<file path="config.mk">
export PLATFORM = sky130hd
export DESIGN_NAME = reaction_timer_ctrl
export DESIGN_NICKNAME = d
export VERILOG_FILES = /design/src/rtl/reaction_timer_ctrl.sv
export SDC_FILE = /design/constraint.sdc
export NUM_CORES = 1
export LEC_CHECK = 0
export CAP_MARGIN = 20
export CELL_PAD_IN_SITES_DETAIL_PLACEMENT = 0
export CELL_PAD_IN_SITES_GLOBAL_PLACEMENT = 1
export CORE_MARGIN = 2
export CORE_UTILIZATION = 40
export DETAILED_ROUTE_END_ITERATION = 7
export PLACE_DENSITY_LB_ADDON = 0.1
export SLEW_MARGIN = 20
export SYNTH_ARGS = -nofsm -noshare
export SYNTH_HDL_FRONTEND = slang
export SYNTH_SLANG_ARGS = --single-unit
</file>
<file path="constraint.sdc">
create_clock -name clk -period 3.99 [get_ports clk]
set_clock_uncertainty 0.2 [all_clocks]
set_input_delay 0.5985 -clock clk [delete_from_list [all_inputs] [get_ports clk]]
set_output_delay 0.5985 -clock clk [all_outputs]
set_load 0.03 [all_outputs]
</file>
<file path="src/rtl/reaction_timer_ctrl.sv">
// reaction_timer_ctrl: key sync, go-delay LFSR, BCD reaction timer, display codes.
// Optional best-score memory is built when BEST_SCORE_EN is defined.
module reaction_timer_ctrl #(
  parameter int TICK_DIV     = 50000,
  parameter int MIN_DELAY_MS = 1000
) (
  input  logic       clk,
  input  logic       reset_n,
  input  logic       start_n,
  input  logic       stop_n,
  output logic [3:0] digit3,
  output logic [3:0] digit2,
  output logic [3:0] digit1,
  output logic [3:0] digit0,
  output logic       led_go,
  output logic       busy
);

  localparam int CW = (TICK_DIV > 1) ? $clog2(TICK_DIV) : 1;
  localparam logic [CW-1:0] TC = CW'(TICK_DIV - 1);
  localparam logic [15:0] SEED = 16'hACE1;
  localparam logic [15:0] MAXC = 16'h9999;
  localparam logic [15:0] D_REAC = 16'hAEBC;
  localparam logic [15:0] D_BLNK = 16'hFFFF;
  localparam logic [15:0] D_ERR = 16'hEAAF;

  typedef enum logic [2:0] {
    S_IDLE,
    S_WAIT,
    S_TIMING,
    S_DONE,
    S_CHEAT
  } state_e;

  state_e state_q, state_d;

  logic [1:0] sy1_q, sy1_d;
  logic [1:0] sy2_q, sy2_d;
  logic [1:0] prv_q, prv_d;
  logic [1:0] pls_q, pls_d;
  logic start_p, stop_p;

  logic [15:0] lfsr_q, lfsr_d;
  logic [CW-1:0] tcnt_q, tcnt_d;
  logic tick, entry;
  logic [15:0] dly_q, dly_d;
  logic [15:0] cnt_q, cnt_d, cnt_inc;
  logic [15:0] disp_q, disp_d;
  logic led_q, led_d;
  logic busy_q, busy_d;

  function automatic logic [15:0] bcd_inc(input logic [15:0] v);
    logic [15:0] r;
    logic c;
    r = v;
    c = 1'b1;
    for (int i = 0; i < 4; i++) begin
      if (c) begin
        if (r[i*4 +: 4] == 4'd9) begin
          r[i*4 +: 4] = 4'd0;
        end else begin
          r[i*4 +: 4] = r[i*4 +: 4] + 4'd1;
          c = 1'b0;
        end
      end
    end
    return r;
  endfunction

  // Sync flops reset low so a key held through reset never looks like a press.
  always_comb begin
    sy1_d = {stop_n, start_n};
    sy2_d = sy1_q;
    prv_d = sy2_q;
    pls_d = prv_q & ~sy2_q;
  end

  assign start_p = pls_q[0];
  assign stop_p  = pls_q[1];

  always_comb begin
    lfsr_d = {lfsr_q[0] ^ lfsr_q[2] ^ lfsr_q[3] ^ lfsr_q[5],
              lfsr_q[15:1]};
  end

  assign tick    = (tcnt_q == TC);
  assign cnt_inc = bcd_inc(cnt_q);
  assign entry   = (state_d != state_q);

  always_ff @(posedge clk or negedge reset_n) begin
    if (!reset_n) state_q <= S_IDLE;
    else          state_q <= state_d;
  end

  always_comb begin
    state_d = state_q;
    unique case (state_q)
      S_IDLE: begin
        if (start_p) state_d = S_WAIT;
      end
      S_WAIT: begin
        if (stop_p)                      state_d = S_CHEAT;
        else if (tick && dly_q <= 16'd1) state_d = S_TIMING;
      end
      S_TIMING: begin
        if (stop_p)                       state_d = S_DONE;
        else if (tick && cnt_inc == MAXC) state_d = S_DONE;
      end
      S_DONE, S_CHEAT: begin
        if (start_p) state_d = S_WAIT;
      end
      default: state_d = S_IDLE;
    endcase
  end

  // A stop on the same cycle as a tick drops that tick's increment.
  always_comb begin
    tcnt_d = (entry || tick) ? '0 : tcnt_q + CW'(1);
    dly_d  = dly_q;
    cnt_d  = cnt_q;
    if (entry && state_d == S_WAIT)
      dly_d = 16'(MIN_DELAY_MS) + {4'h0, lfsr_q[11:0]};
    else if (state_q == S_WAIT && tick)
      dly_d = dly_q - 16'd1;
    if (entry && state_d == S_TIMING)
      cnt_d = '0;
    else if (state_q == S_TIMING && tick && !stop_p)
      cnt_d = cnt_inc;
  end

`ifdef BEST_SCORE_EN
  logic [15:0] best_q, best_d;
  logic bval_q, bval_d;
  logic show_best;

  always_comb begin
    best_d = best_q;
    bval_d = bval_q;
    if (state_q == S_TIMING && stop_p &&
        (!bval_q || cnt_q < best_q)) begin
      best_d = cnt_q;
      bval_d = 1'b1;
    end
  end

  assign show_best = bval_q && !sy2_q[1] &&
                     (state_q inside {S_IDLE, S_DONE, S_CHEAT});

  always_ff @(posedge clk or negedge reset_n) begin
    if (!reset_n) begin
      best_q <= MAXC;
      bval_q <= 1'b0;
    end else begin
      best_q <= best_d;
      bval_q <= bval_d;
    end
  end
`endif

  always_comb begin
    disp_d = D_REAC;
    led_d  = 1'b0;
    busy_d = 1'b0;
    unique case (state_q)
      S_IDLE:   disp_d = D_REAC;
      S_WAIT: begin
        disp_d = D_BLNK;
        busy_d = 1'b1;
      end
      S_TIMING: begin
        disp_d = cnt_q;
        led_d  = 1'b1;
        busy_d = 1'b1;
      end
      S_DONE:   disp_d = cnt_q;
      S_CHEAT:  disp_d = D_ERR;
      default:  disp_d = D_REAC;
    endcase
`ifdef BEST_SCORE_EN
    if (show_best) disp_d = best_q;
`endif
  end

  always_ff @(posedge clk or negedge reset_n) begin
    if (!reset_n) begin
      sy1_q  <= '0;
      sy2_q  <= '0;
      prv_q  <= '0;
      pls_q  <= '0;
      lfsr_q <= SEED;
      tcnt_q <= '0;
      dly_q  <= '0;
      cnt_q  <= '0;
      disp_q <= D_REAC;
      led_q  <= 1'b0;
      busy_q <= 1'b0;
    end else begin
      sy1_q  <= sy1_d;
      sy2_q  <= sy2_d;
      prv_q  <= prv_d;
      pls_q  <= pls_d;
      lfsr_q <= lfsr_d;
      tcnt_q <= tcnt_d;
      dly_q  <= dly_d;
      cnt_q  <= cnt_d;
      disp_q <= disp_d;
      led_q  <= led_d;
      busy_q <= busy_d;
    end
  end

  assign digit3 = disp_q[15:12];
  assign digit2 = disp_q[11:8];
  assign digit1 = disp_q[7:4];
  assign digit0 = disp_q[3:0];
  assign led_go = led_q;
  assign busy   = busy_q;

endmodule

</file>
==> flow_metrics.env <==
export IMPL_postCtsHoldBufs=0
export IMPL_via_per_inst=5.07
export IMPL_cts_setup_buffers=0
export IMPL_area_growth_pct=11.4
export IMPL_placementRows=38
export IMPL_critical_path_top_delay_family="simple AND/OR/NAND/NOR gates"
export IMPL_netlist_area_leader_share_pct=42.5
export IMPL_cts_sinks=93
export IMPL_post_cts_resized=0
export IMPL_gp_congestion=0.780
export IMPL_ant_nets=0
export IMPL_numCtsBuffers=9
export IMPL_ys_top_cells_by_count="75 x dfrtp_1, 57 x nor2_1, 37 x nand2_1"
export IMPL_path_max_fanout=18
export IMPL_dp_cells=575
export IMPL_grt_max_degree=55
export IMPL_ys_ff_latch=93
export IMPL_min_period_ns=2.82
export IMPL_crit_required_ns=4.02
export IMPL_switching_share_pct=29.6
export IMPL_worstPathCellList="nor3b_1 -> nand4_2 -> or3_1 -> or3_2 -> xor2_1 -> o21ai_0"
export IMPL_min_period_over_period_pct=70.6
export IMPL_cts_tree="done"
export IMPL_seq_area_frac_synth_pct=53.2
export IMPL_routedWlPerCell_um=14.9
export IMPL_ir_drop_uv=205
export IMPL_die_w_um=109
export IMPL_finalNetCount=454
export IMPL_track_usage_pct=16.6
export IMPL_max_clock_freq_mhz=355
export IMPL_critical_path_max_stage_delay_ns=0.58
export IMPL_combPwrFrac_pct=18.3
export IMPL_io_pins=22
export IMPL_yosys_top_cells_area="dfrtp_1 43%, dfstp_2 11%, xor2_1 5.8%, nor2_1 4.8%, xnor2_1 3.8%"
export IMPL_worstMarginPinSlew_ns=0.938
export IMPL_p_leak_uw=0.00209
export IMPL_pwr_density_cell_nw_per_um2=401
export IMPL_power_share_clock_pct=27.1
export IMPL_hold_worst_slack_ns=0.0625
export IMPL_clock_root_buffer="clkbuf_8"
export IMPL_crit_start="state_q[1]$_DFF_PN0_"
export IMPL_synth_nets=432
export IMPL_grt_ovfl_total=0
export IMPL_routed_wl_um=8790
export IMPL_multi_input_area_um2=1980
export IMPL_drv_cap=0
export IMPL_hold_violations=0
export IMPL_clk_latency_ns=0.35
export IMPL_yosysTopAreaCell="dfrtp_1"
export IMPL_yosys_warnings=0
export IMPL_synthCells=424
export IMPL_antenna_found_initial=0
export IMPL_grt_setup_unrepaired="no"
export IMPL_die_h_um=109
export IMPL_seqCellArea_um2=2350
export IMPL_yosysMostFrequentCell="dfrtp_1"
export IMPL_grt_pass1_vias=3045
export IMPL_dieArea_um2=11900
export IMPL_crit_type="flop to flop"
export IMPL_hold_path_class="input port to async pin"
export IMPL_crit_arrival_ns=2.85
export IMPL_synth_distinct_cells=54
export IMPL_reg2reg_from="state_q[1]$_DFF_PN0_"
export IMPL_avgSynthCellArea_um2=10.4
export IMPL_drive_gt1_share_pct=11.8
export IMPL_antenna_cells=0
export IMPL_dp_hpwl_um=6230
export IMPL_synth_edf_count=0
export IMPL_async_flop_share_pct=100
export IMPL_portBuffers=21
export IMPL_maxSlewViolCount=0
export IMPL_slowest_stage="dfrtp_1"
export IMPL_status="finished clean"
export IMPL_cts_path_max_buffers=2
export IMPL_final_core_util_pct=45.6
export IMPL_design_area_um2=4920
export IMPL_path_clk_slew_ns=0.09
export IMPL_first_pass_iters=4
export IMPL_setup_viol=0
export IMPL_netlist_area_um2=4420
export IMPL_htree_levels=3
export IMPL_coreArea_um2=10800
export IMPL_ys_flop_type="dfrtp_1"
export IMPL_drtIter0Drc=123
export IMPL_fin_cells=591
export IMPL_post_dp_cell_area_um2=4760
export IMPL_fillers=1030
export IMPL_drc=0
export IMPL_grt_pass1_wl_um=15200
export IMPL_start_kind="flop"
export IMPL_p_int_uw=1390
export IMPL_p_seq_share_pct=54.6
export IMPL_tns_ns=0
export IMPL_crit_path_end_kind="flop"
export IMPL_relSlewSlack_pct=37.3
export IMPL_vias=2994
export IMPL_power_switching_uw=583
export IMPL_cp_buffers_inverters=0
export IMPL_start_util_pct=40.9
[state kept, by name, indices dropped and copies added, names as in the netlist]
name,flops
sy1_q,2
busy,1
prv_d,2
led_go,1
lfsr_q,16
prv_q,2
dly_q,16
tcnt_q,16
state_q,3
disp_q,16
cnt_q,16
pls_q,2
[power groups by stage]
stage / sequential, uW / clock (uW) / combinational, uW
6_report: 1080 / 533 / 361
5_1_grt: 1090 / 607 / 398
4_1_cts: 1080 / 561 / 367
3_5_place_dp: 1100 / 0 / 365
3_3_place_gp: 1090 / 0 / 366
2_1_floorplan: 1140 / 0 / 181
[area by class of cell]
class,instances,share of cell area (%)
Inverter,9,0.687
Timing Repair Buffer,24,4.68
Clock buffer,13,2.82
Multi-Input combinational cell,309,40.2
Clock inverter,3,0.305
Tap cell,140,3.56
Sequential cell,93,47.8
[routing by layer]
metal,vias to the layer above,track usage [%],routed length (um)
li1,1494,-,-
met1,1462,22.3,4250
met2,28,26.9,4180
met3,10,2.33,196
met4,0,6.68,160
met5,-,0,0
[worst register-to-register path, delay by kind of cell (launching register included)]
kind	cells	cell delay (ns)
and+or+nand+nor	4	1.66
xor gates and xnor gates	1	0.17
DFF	1	0.58
AOI/OAI and AO/OA	1	0.09
[logic make-up after synthesis]
kind of cell | share of synthesized area [%]
and+or+nand+nor | 25.6
buffers and inverters | 2.15
muxes | 2.04
DFF | 53.2
xor gates and xnor gates | 9.52
AOI/OAI and AO/OA | 6.29
adders and majority gates | 1.13
[path summary, 6_finish.rpt]
check / to / slack (ns) / cells after the start
setup / recovery: dly_q[4]$_DFFE_PN0P_ / 1.17 / 6
hold / removal: pls_q[0]$_DFF_PN0_ / 0.06 / 1
setup reg to reg: dly_q[4]$_DFFE_PN0P_ / 1.17 / 6
hold reg to reg: prv_d[0]$_DFF_PN0_ / 0.15 / 0
max in group asynchronous: disp_q[5]$_DFF_PN1_ / 2.75 / 2
min in group clk: prv_d[0]$_DFF_PN0_ / 0.15 / 0
[per-stage QoR]
| step | power (uW) | setup WS, ns |
|---|---|---|
| after floorplan | 1320 | 1.46 |
| after global placement | 1460 | 1.15 |
| after detailed placement | 1460 | 1.15 |
| after CTS | 2000 | 1.13 |
| after global routing | 2090 | 0.945 |
| final | 1970 | 1.17 |
[cell usage in the layout (no fill, tap or decap), drive strengths merged, types with 2 or more instances in the layout]
| master | n |
|---|---|
| dfrtp | 75 |
| nor2 | 59 |
| nand2 | 37 |
| xor2 | 29 |
| clkdlybuf4s50 | 20 |
| xnor2 | 19 |
| dfstp | 18 |
| nand2b | 14 |
| o21ai | 14 |
| a21oi | 13 |
| nand3 | 13 |
| clkbuf | 13 |
| nor2b | 10 |
| nor4 | 10 |
| inv | 9 |
| mux2i | 9 |
| or3 | 9 |
| and3 | 7 |
| nor3 | 7 |
| nor3b | 6 |
| nand3b | 6 |
| a22oi | 5 |
| nand4 | 5 |
| a21o | 5 |
| ha | 4 |
| buf | 4 |
| and2 | 3 |
| o22ai | 3 |
| clkinv | 3 |
| or4 | 3 |
| or2b | 2 |
| and4bb | 2 |
| nor4bb | 2 |
| nor4b | 2 |
Power figures use the tool's default switching activity.
